`src/rtl/i2c_byte_tx.sv`:
```
`default_nettype none
// ============================================================================
//  Module   : i2c_byte_tx
//  Purpose  : I2C target byte transmitter. Shifts a byte MSB-first onto the
//             open-drain SDA line against synchronized SCL, then samples ACK.
//             Optional drive-back bit check enabled by I2C_TX_BITCHK_EN.
//  Revision : 1.0  initial release
// ============================================================================
module i2c_byte_tx #(
    parameter int DATA_W      = 8,
    parameter int HOLD_CYCLES = 2
) (
    input  logic              clk,
    input  logic              n_rst,
    input  logic              scl_in,
    input  logic              sda_in,
    input  logic              stop_found,
    input  logic              tx_start,
    input  logic [DATA_W-1:0] tx_data,
    output logic              sda_out,
    output logic              tx_busy,
    output logic              byte_done,
`ifdef I2C_TX_BITCHK_EN
    output logic              bit_err,
`endif
    output logic              ack_rcvd
);

    localparam int             C_CNT_W     = $clog2(DATA_W + 1);
    localparam logic [3:0]     C_HOLD_LAST = 4'(HOLD_CYCLES - 1);
    localparam logic [C_CNT_W-1:0] C_BITS  = C_CNT_W'(DATA_W);
    localparam logic [C_CNT_W-1:0] C_ONE   = C_CNT_W'(1);

    typedef enum logic [2:0] {
        S_IDLE     = 3'd0,
        S_HOLD     = 3'd1,
        S_DRIVE    = 3'd2,
        S_ACK_HOLD = 3'd3,
        S_ACK_WAIT = 3'd4
    } state_t;

    state_t              r_state;
    logic                r_scl_prev;
    logic [DATA_W-1:0]   r_shreg;
    logic [C_CNT_W-1:0]  r_bit_cnt;
    logic [3:0]          r_hold_cnt;

    logic w_fall;
    logic w_rise;

    assign w_fall = r_scl_prev & ~scl_in;
    assign w_rise = ~r_scl_prev & scl_in;

    always_ff @(posedge clk or negedge n_rst) begin
        if (!n_rst) begin
            r_state    <= S_IDLE;
            r_scl_prev <= 1'b0;
            r_shreg    <= '0;
            r_bit_cnt  <= '0;
            r_hold_cnt <= '0;
            sda_out    <= 1'b1;
            tx_busy    <= 1'b0;
            byte_done  <= 1'b0;
            ack_rcvd   <= 1'b0;
`ifdef I2C_TX_BITCHK_EN
            bit_err    <= 1'b0;
`endif
        end else begin
            r_scl_prev <= scl_in;
            byte_done  <= 1'b0;
`ifdef I2C_TX_BITCHK_EN
            bit_err    <= 1'b0;
`endif
            // A bus STOP / repeated START aborts everything, including a same-cycle start
            if (stop_found) begin
                r_state <= S_IDLE;
                sda_out <= 1'b1;
                tx_busy <= 1'b0;
            end else begin
                case (r_state)
                    S_IDLE: begin
                        sda_out <= 1'b1;
                        if (tx_start) begin
                            r_shreg    <= tx_data;
                            r_bit_cnt  <= C_BITS;
                            r_hold_cnt <= '0;
                            tx_busy    <= 1'b1;
                            r_state    <= S_HOLD;
                        end
                    end
                    S_HOLD: begin
                        if (r_hold_cnt == C_HOLD_LAST) begin
                            sda_out <= r_shreg[DATA_W-1];
                            r_state <= S_DRIVE;
                        end else begin
                            r_hold_cnt <= r_hold_cnt + 4'd1;
                        end
                    end
                    S_DRIVE: begin
`ifdef I2C_TX_BITCHK_EN
                        // Released line read back low means another driver won the bus
                        if (w_rise && sda_out && !sda_in) begin
                            bit_err <= 1'b1;
                            sda_out <= 1'b1;
                            tx_busy <= 1'b0;
                            r_state <= S_IDLE;
                        end else
`endif
                        if (w_fall) begin
                            r_shreg    <= {r_shreg[DATA_W-2:0], 1'b0};
                            r_bit_cnt  <= r_bit_cnt - C_ONE;
                            r_hold_cnt <= '0;
                            r_state    <= (r_bit_cnt == C_ONE) ? S_ACK_HOLD : S_HOLD;
                        end
                    end
                    S_ACK_HOLD: begin
                        if (r_hold_cnt == C_HOLD_LAST) begin
                            sda_out <= 1'b1;
                            r_state <= S_ACK_WAIT;
                        end else begin
                            r_hold_cnt <= r_hold_cnt + 4'd1;
                        end
                    end
                    S_ACK_WAIT: begin
                        if (w_rise) begin
                            ack_rcvd  <= ~sda_in;
                            byte_done <= 1'b1;
                            tx_busy   <= 1'b0;
                            r_state   <= S_IDLE;
                        end
                    end
                    default: begin
                        sda_out <= 1'b1;
                        tx_busy <= 1'b0;
                        r_state <= S_IDLE;
                    end
                endcase
            end
        end
    end

endmodule
`default_nettype wire
```
`config.mk`:
```
export PLATFORM = sky130hd
export DESIGN_NAME = i2c_byte_tx
export DESIGN_NICKNAME = d
export VERILOG_FILES = /design/src/rtl/i2c_byte_tx.sv
export SDC_FILE = /design/constraint.sdc
export NUM_CORES = 1
export LEC_CHECK = 0
export CAP_MARGIN = 30
export CORE_MARGIN = 2
export CORE_UTILIZATION = 45
export DETAILED_ROUTE_END_ITERATION = 7
export PLACE_DENSITY_LB_ADDON = 0.08
export SETUP_SLACK_MARGIN = 0.05
export SLEW_MARGIN = 20
export SYNTH_ARGS = -nofsm -noshare
export SYNTH_HDL_FRONTEND = slang
export SYNTH_SLANG_ARGS = --single-unit
```
`constraint.sdc`:
```
create_clock -name clk -period 2.2 [get_ports clk]
set_clock_uncertainty 0.15 [all_clocks]
set_input_delay 0.66 -clock clk [delete_from_list [all_inputs] [get_ports clk]]
set_output_delay 0.66 -clock clk [all_outputs]
set_load 0.01 [all_outputs]
```
# Yosys cells after proc, flatten, opt, wreduce, memory -nomap -nowiden

Index checks and enable logic that the tools add are counted.
Widths: inputs -> output; s select.

Flip-flop bits (word level): 24
Bits of input ports: 14
Output and inout bits: 4
Logic and storage cells: 74

$add $sub $neg: 2
Equal/unequal tests: 16
Muxes and demuxes: 29
Bitwise logic cells: 6
Reductions and logical operators: 12

Operators with widths:

| kind                | count |
|---|---|
| $mux 4              | 5 |
| $mux 3              | 6 |
| $mux 8              | 2 |
| $pmux 8 s2          | 1 |
| $ne 3x3->1 const B  | 5 |
| $pmux 3 s5          | 1 |
| $pmux 4 s3          | 1 |
| $reduce_and 5->1    | 2 |
| $mux 1              | 9 |
| $reduce_and 3->1    | 3 |
| $eq 4x1->1 const B  | 2 |
| $pmux 4 s2          | 1 |
| $eq 3x2->1 const B  | 2 |
| $ne 2x2->1 const B  | 3 |
| $pmux 1 s3          | 2 |
| $add 4x1->4 const B | 1 |
| $ne 2x1->1 const B  | 2 |
| $not 1->1           | 4 |
| $reduce_and 4->1    | 1 |
| $reduce_or 2->1     | 2 |
| $sub 4x1->4 const B | 1 |
| $eq 3x1->1 const B  | 1 |
| $eq 3x3->1 const B  | 1 |
| $logic_not 3->1     | 1 |
| other kinds (5)     | 6 |

# Logic depth before layout (Yosys ltp)

Gate-level depths: netlist of the first run.

Depth in word-level cells: 5
Depth in mapped cells: 7
Gate-level depth less buffers: 6

# Worst setup path before layout of the first run

OpenSTA, ideal clock, no wires.

Path kind: input to register
Start: input port scl_in
End: register r_bit_cnt[0]
Setup time: 0.125 ns
Data arrival time: 1.514 ns
Required time: 1.925 ns
Path slack: 0.411 ns
Stages: 5
Cell sequence: and3b_1 buf_6 o21a_1 buf_6 mux2_4

Word-level cells in the longest chain between the ends: 4

Ends and longest elaborated chain:

| element                    | line | source |
|---|---|---|
| start: declaration         | 15   | `input logic scl_in,` |
| $not 1->1                  | 51   | `assign w_fall = r_scl_prev & ~scl_in;` |
| $and 1x1->1                | 51   |  |
| $ne 2x2->1 (no line)       | --   |  |
| $reduce_and 4->1 (no line) | --   |  |
| end signal: assignment     | 111  | `r_bit_cnt <= r_bit_cnt - C_ONE;` |
| end: declaration           | 45   | `logic [C_CNT_W-1:0] r_bit_cnt;` |

Every way passes these cells.
A chain may end at the register's enable or synchronous reset.

# Worst setup path after layout of the first run

Start: register tx_busy
End: output port tx_busy

RTL lines:

| element                  | line | source |
|---|---|---|
| start: declaration       | 21   | `output logic tx_busy,` |
| start signal: assignment | 62   | `tx_busy <= 1'b0;` |
| start signal: assignment | 78   | `tx_busy <= 1'b0;` |
| start signal: assignment | 87   | `tx_busy <= 1'b1;` |

No word-level cell between the ends.

==> flow_metrics.tcl, run 1 <==
set metrics [dict create \
    status "complete, no violations" \
    layout_common_cells "23 x dfrtp_1, 21 x nor2_1, 16 x clkdlybuf4s50_1, 11 x nand2_1, 8 x o22ai_1" \
    crit_chain "clkdlybuf4s50_1" \
    antenna_found_initial 0 \
    tightest_slew_ns 0.595 \
    layout.cells.non_filler 181 \
    synth_area_um2 1240 \
    hpwl_um 1750 \
    cts_sinks 24 \
    timing.hold.ws_ns 0.366 \
    yosysSeqAreaShare_pct 48.3 \
    syn_to_final_growth_pct 20.6 \
    power.density_nw_per_um2 983 \
    min_from "r_shreg[0]$_DFFE_PN0P_" \
    power.leakage_uw 0.000654 \
    internal_power_uw 988 \
    holdBufCountCts 0 \
    cp_max_fo 3 \
    fp.coreArea_um2 2690 \
    synth_flop_cell "dfrtp_1" \
    fin_crit_sh_pct 93.6 \
    num_vias 980 \
    ant_nets 0 \
    grt_pass1_vias 969 \
    r2r_cells 6 \
    track_usage_pct 17.2 \
    pwr-share-clk_pct 21.8 \
    start_util_pct 46.3 \
    share_comb_of_total_power_pct 30.8 \
    syn_inst 129 \
    place_congestion 0.888 \
    final_common_cell "dfrtp_1" \
    grt-ovfl-total 0 \
    timing.fmax_ghz 0.485 \
    root_buffer "clkbuf_4" \
    clkTransAtPathRegs_ns 0.13 \
    r2r-start "r_hold_cnt[1]$_DFFE_PN0P_" \
    end_kind "primary output" \
    post-place-ws_ns -0.107 \
    ys_types 37 \
    crit_start "tx_busy$_DFFE_PN0P_" \
    cpMaxStageDelayCell "clkdlybuf4s50_1" \
    die_w_um 56.6 \
    routedWlPerCell_um 13.2 \
    r2r_end "r_state[1]$_DFFE_PN0P_" \
    portBuffers 17 \
    vias_per_cell 5.41 \
    setup_slack_ns 0.140 \
    cap_violations 0 \
    ios 18 \
    crit_family "buffers and inverters" \
    whs_endpoint "r_shreg[0]$_DFFE_PN0P_" \
    r2r_slack_ns 0.35 \
    p_sw_share_pct 33.0 \
    synthArstFlopShare_pct 100 \
    grt_pass1_wl_um 4310 \
    rsz0062_at_grt "no" \
    slew_violations 0 \
    cp.arrival_ns 1.25 \
    cts-resized-gates 1 \
    die-area_um2 3200 \
    hold_path.class "flip-flop to flip-flop" \
    nFillCells 247 \
    drc_errors 0 \
    num_rows 19 \
    seqPwrFrac_pct 47.4 \
    fin_nets 169 \
    synth_area_leaders "dfrtp_1 46%, nor2_1 6.3%, ha_1 4.0%" \
    die_y_um 56.6 \
    cts-buffers-inserted 3 \
    htree_levels 1 \
    drive_gt1_share_pct 10.7 \
    relSlewSlack_pct 60.2 \
    first_iter_violations 42 \
    place_inst 177 \
    criticalPathCategory "flip-flop to primary output" \
    p_switching_uw 488 \
    yosys.area.top_type "dfrtp_1" \
    worst-path-buf-inv 1 \
    ys_ff_latch 24 \
    min_period_ns 2.06 \
    cp-start-kind "flip-flop" \
    utilization_pct 55.9 \
    final-hold-violation-count 0 \
    ir_drop_uv 630 \
    synth-edff-count 0 \
    cp_slowest_stage_delay_ns 0.54 \
    synth.avg_cell_area_um2 9.65 \
    tritoncts "yes" \
    dr.pass1.iters 4 \
    synth_top_cell_area_share_pct 46.2 \
    syn_nets 147 \
    postCtsSetupRepairBufs 0 \
    grt_max_degree 25 \
    clock_path_buffers 2 \
    diodes 0 \
    clk_latency_ns 0.32 \
    finalWirelength_um 2380 \
    cp.required_ns 1.39 \
    hold_depth 2 \
    setup_viol 0 \
    ys_warn_count 0 \
]
worst max path at each step:
| stage | endpoint | slack (ns) | cells after the start |
|---|---|---|---|
| global placement | r_shreg[5]$_DFFE_PN0P_ | -0.06 | 5 |
| floorplan | r_bit_cnt[0]$_DFFE_PN0P_ | 0.41 | 5 |
| finish | tx_busy | 0.14 | 1 |
| detailed placement | r_shreg[7]$_DFFE_PN0P_ | -0.11 | 5 |
| CTS | tx_busy | 0.12 | 1 |
| global route | tx_busy | 0.09 | 1 |
registers in the layout (all words and copies together) (netlist names):
name        flops
ack_rcvd        1
byte_done       1
r_bit_cnt       4
r_hold_cnt      4
r_scl_prev      1
r_shreg         8
r_state         3
sda_out         1
tx_busy         1
synth_stat cells, drive strengths merged, types with 2 or more instances:
| cell | n |
|---|---|
| a21oi | 5 |
| a22o | 2 |
| buf | 6 |
| dfrtp | 23 |
| ha | 4 |
| inv | 7 |
| mux2i | 2 |
| nand2 | 11 |
| nand3 | 5 |
| nor2 | 21 |
| nor2b | 3 |
| nor3 | 4 |
| o211ai | 2 |
| o21ai | 6 |
| o22ai | 8 |
| o31ai | 2 |
metrics by stage:
stage	instance area, um^2	setup TNS (ns)	power (uW)
6_report	1500	0	1480
5_1_grt	1500	0	1600
4_1_cts	1500	0	1500
3_5_place_dp	1450	-0.915	1160
3_3_place_gp	1450	-0.519	1150
2_1_floorplan	1240	0	1030
layout make-up:
class / instances / area, um^2 / share of cell area (%)
clock buffers: 3 / 22.5 / 1.50
repair buffers: 23 / 214 / 14.2
flip-flops and latches: 24 / 602 / 40.1
inverters: 7 / 26.3 / 1.75
multi-input cells: 92 / 568 / 37.8
well taps: 31 / 38.8 / 2.58
clock inverters: 1 / 30.0 / 2.00
power groups by stage:
stage | logic (uW) | registers [uW] | clock network (uW)
6_report | 454 | 700 | 322
5_1_grt | 521 | 724 | 349
4_1_cts | 455 | 700 | 341
3_5_place_dp | 454 | 709 | 0
3_3_place_gp | 443 | 706 | 0
2_1_floorplan | 366 | 667 | 0
kinds of logic after synthesis:
logic type	Yosys count	share of synthesized area (%)
AND/OR/NAND/NOR	54	21.6
AO/OA/AOI/OAI	30	16.5
flip-flops	24	48.3
buffers and inverters	13	6.03
adder cells (fa/ha/maj)	4	4.02
multiplexers	3	2.81
XOR/XNOR	1	0.704
layer usage:
layer	track usage (%)	up-vias	routed length, um	share of wire [%]
met5	0	-	0	0
met4	8.16	0	57	2.4
met3	2.53	5	86	3.6
met2	26.2	23	1060	45
met1	23.8	459	1170	49
li1	-	493	-	-
Power figures use the tool's default switching activity.
==> inputs of run 2 (changes only) <==
- CORE_UTILIZATION: 45 -> 40
==> run 2 against run 1 <==
- critical path depth is the same
- register-to-register slack about the same
- clock-buffer cell count up 1
- final cell count rose by 1.7%
- worst hold slack worse by 0.0019 ns
- flip-flop and latch count stayed put
- final area down 0.42%
- clock power shrank 29%
- non-clock buffer count is 1 higher
==> flow_metrics.tcl, run 2 (synthesis gave the netlist of run 1 again) <==
set metrics [dict create \
    cp_slowest_stage_delay_ns 0.54 \
    slew_violations 0 \
    cp.required_ns 1.39 \
    cp_max_fo 3 \
    die_y_um 59.8 \
    dr.pass1.iters 4 \
    largest_reg_flops 8 \
    status "complete, no violations" \
    portBuffers 17 \
    root_buffer "clkbuf_4" \
    setup_tns_ns 0 \
    worst-path-buf-inv 1 \
    crit_chain "clkdlybuf4s50_1" \
    tightest_slew_ns 0.626 \
    ant_nets 0 \
    ios 18 \
    crit_family "buffers and inverters" \
    nFillCells 307 \
    min_period_ns 2.05 \
    cp.arrival_ns 1.24 \
    clk_latency_ns 0.31 \
    cpMaxStageDelayCell "clkdlybuf4s50_1" \
    clock_path_buffers 2 \
    die_w_um 59.8 \
    grt_max_degree 25 \
    timing.fmax_ghz 0.487 \
    grt-ovfl-total 0 \
    diodes 0 \
    fin_crit_sh_pct 93.3 \
    cp-start-kind "flip-flop" \
    cts-resized-gates 1 \
    clkTransAtPathRegs_ns 0.12 \
    setup_viol 0 \
    tritoncts "yes" \
    num_rows 20 \
    layout_common_cells "23 x dfrtp_1, 21 x nor2_1, 16 x clkdlybuf4s50_1, 11 x nand2_1, 8 x o22ai_1" \
    seqCellArea_um2 602 \
    largest-register "r_shreg" \
    end_kind "primary output" \
    power.leakage_uw 0.000652 \
    htree_levels 1 \
    multi_input_area_um2 568 \
    relSlewSlack_pct 58.2 \
    ir_drop_uv 504 \
    hpwl_um 1750 \
    routedWlPerCell_um 12.8 \
    top_regs "r_shreg (8), r_bit_cnt (4), r_hold_cnt (4)" \
    criticalPathCategory "flip-flop to primary output" \
    finalWirelength_um 2360 \
    final_common_cell "dfrtp_1" \
    cap_violations 0 \
    grt_pass1_wl_um 4120 \
    postCtsSetupRepairBufs 0 \
    power.density_nw_per_um2 924 \
    place_inst 180 \
    num_vias 983 \
    first_iter_violations 41 \
    die-area_um2 3570 \
    place_congestion 0.795 \
    track_usage_pct 15.4 \
    holdBufCountCts 0 \
    antenna_found_initial 0 \
    fp.coreArea_um2 3000 \
    vias_per_cell 5.34 \
    syn_to_final_growth_pct 20.1 \
    cts-buffers-inserted 3 \
    drc_errors 0 \
    drive_gt1_share_pct 11.3 \
    rsz0062_at_grt "no" \
    grt_pass1_vias 898 \
    hold_path.class "flip-flop to flip-flop" \
    start_util_pct 41.5 \
    fin_nets 170 \
    final-hold-violation-count 0 \
    cts_sinks 24 \
    layout.cells.non_filler 184 \
]
==> run 2: cell types whose count changed in the layout (fill, tap and decap cells not counted), sizes merged <==
cell    before  now
clkbuf       3    4
bufinv       1    0
buf          6    7
==> run 2: routing by layer <==
layer	routed length (um)	global-route usage, %	up-vias
met3	103	5.19	2
met2	1070	22.7	17
li1	-	-	496
met4	24	4.76	0
met1	1170	21.2	468
met5	0	0	-
==> run 2: worst paths after layout <==
kind / start / endpoint / slack [ns] / cells after the start
worst max-delay path: tx_busy$_DFFE_PN0P_ / tx_busy / 0.15 / 1
worst min-delay path: r_shreg[0]$_DFFE_PN0P_ / r_shreg[0]$_DFFE_PN0P_ / 0.36 / 2
worst max register to register: r_hold_cnt[1]$_DFFE_PN0P_ / r_state[1]$_DFFE_PN0P_ / 0.35 / 6
worst min register to register: r_shreg[0]$_DFFE_PN0P_ / r_shreg[0]$_DFFE_PN0P_ / 0.36 / 2
max in group asynchronous: n_rst / sda_out$_DFFE_PN1P_ / 1.08 / 2
min in group asynchronous: n_rst / ack_rcvd$_DFFE_PN0P_ / 0.54 / 2
==> run 2: area by class of cell <==
type | count | share of cell area, %
flip-flops and latches | 24 | 40.3
multi-input cells | 92 | 38.0
repair buffers | 24 | 14.8
well taps | 33 | 2.76
clock buffers | 4 | 2.43
inverters | 7 | 1.76
==> run 2: through the flow <==
| stage | hold slack (ns) | area (um^2) | total power, uW | utilization [%] | setup slack, ns |
|---|---|---|---|---|---|
| finish | 0.364 | 1500 | 1380 | 49.8 | 0.146 |
| CTS | 0.361 | 1500 | 1400 | 49.8 | 0.128 |
| detailed placement | 0.333 | 1460 | 1160 | 48.6 | -0.0807 |
| floorplan | 0.214 | 1240 | 1030 | - | 0.411 |
| global route | 0.405 | 1500 | 1490 | 49.8 | 0.0889 |
| global placement | 0.332 | 1460 | 1150 | 48.6 | -0.0615 |
==> run 2: report_power, final <==
part	internal [uW]	switching [uW]
Clock	101	128
Combinational	233	220
Sequential	573	127
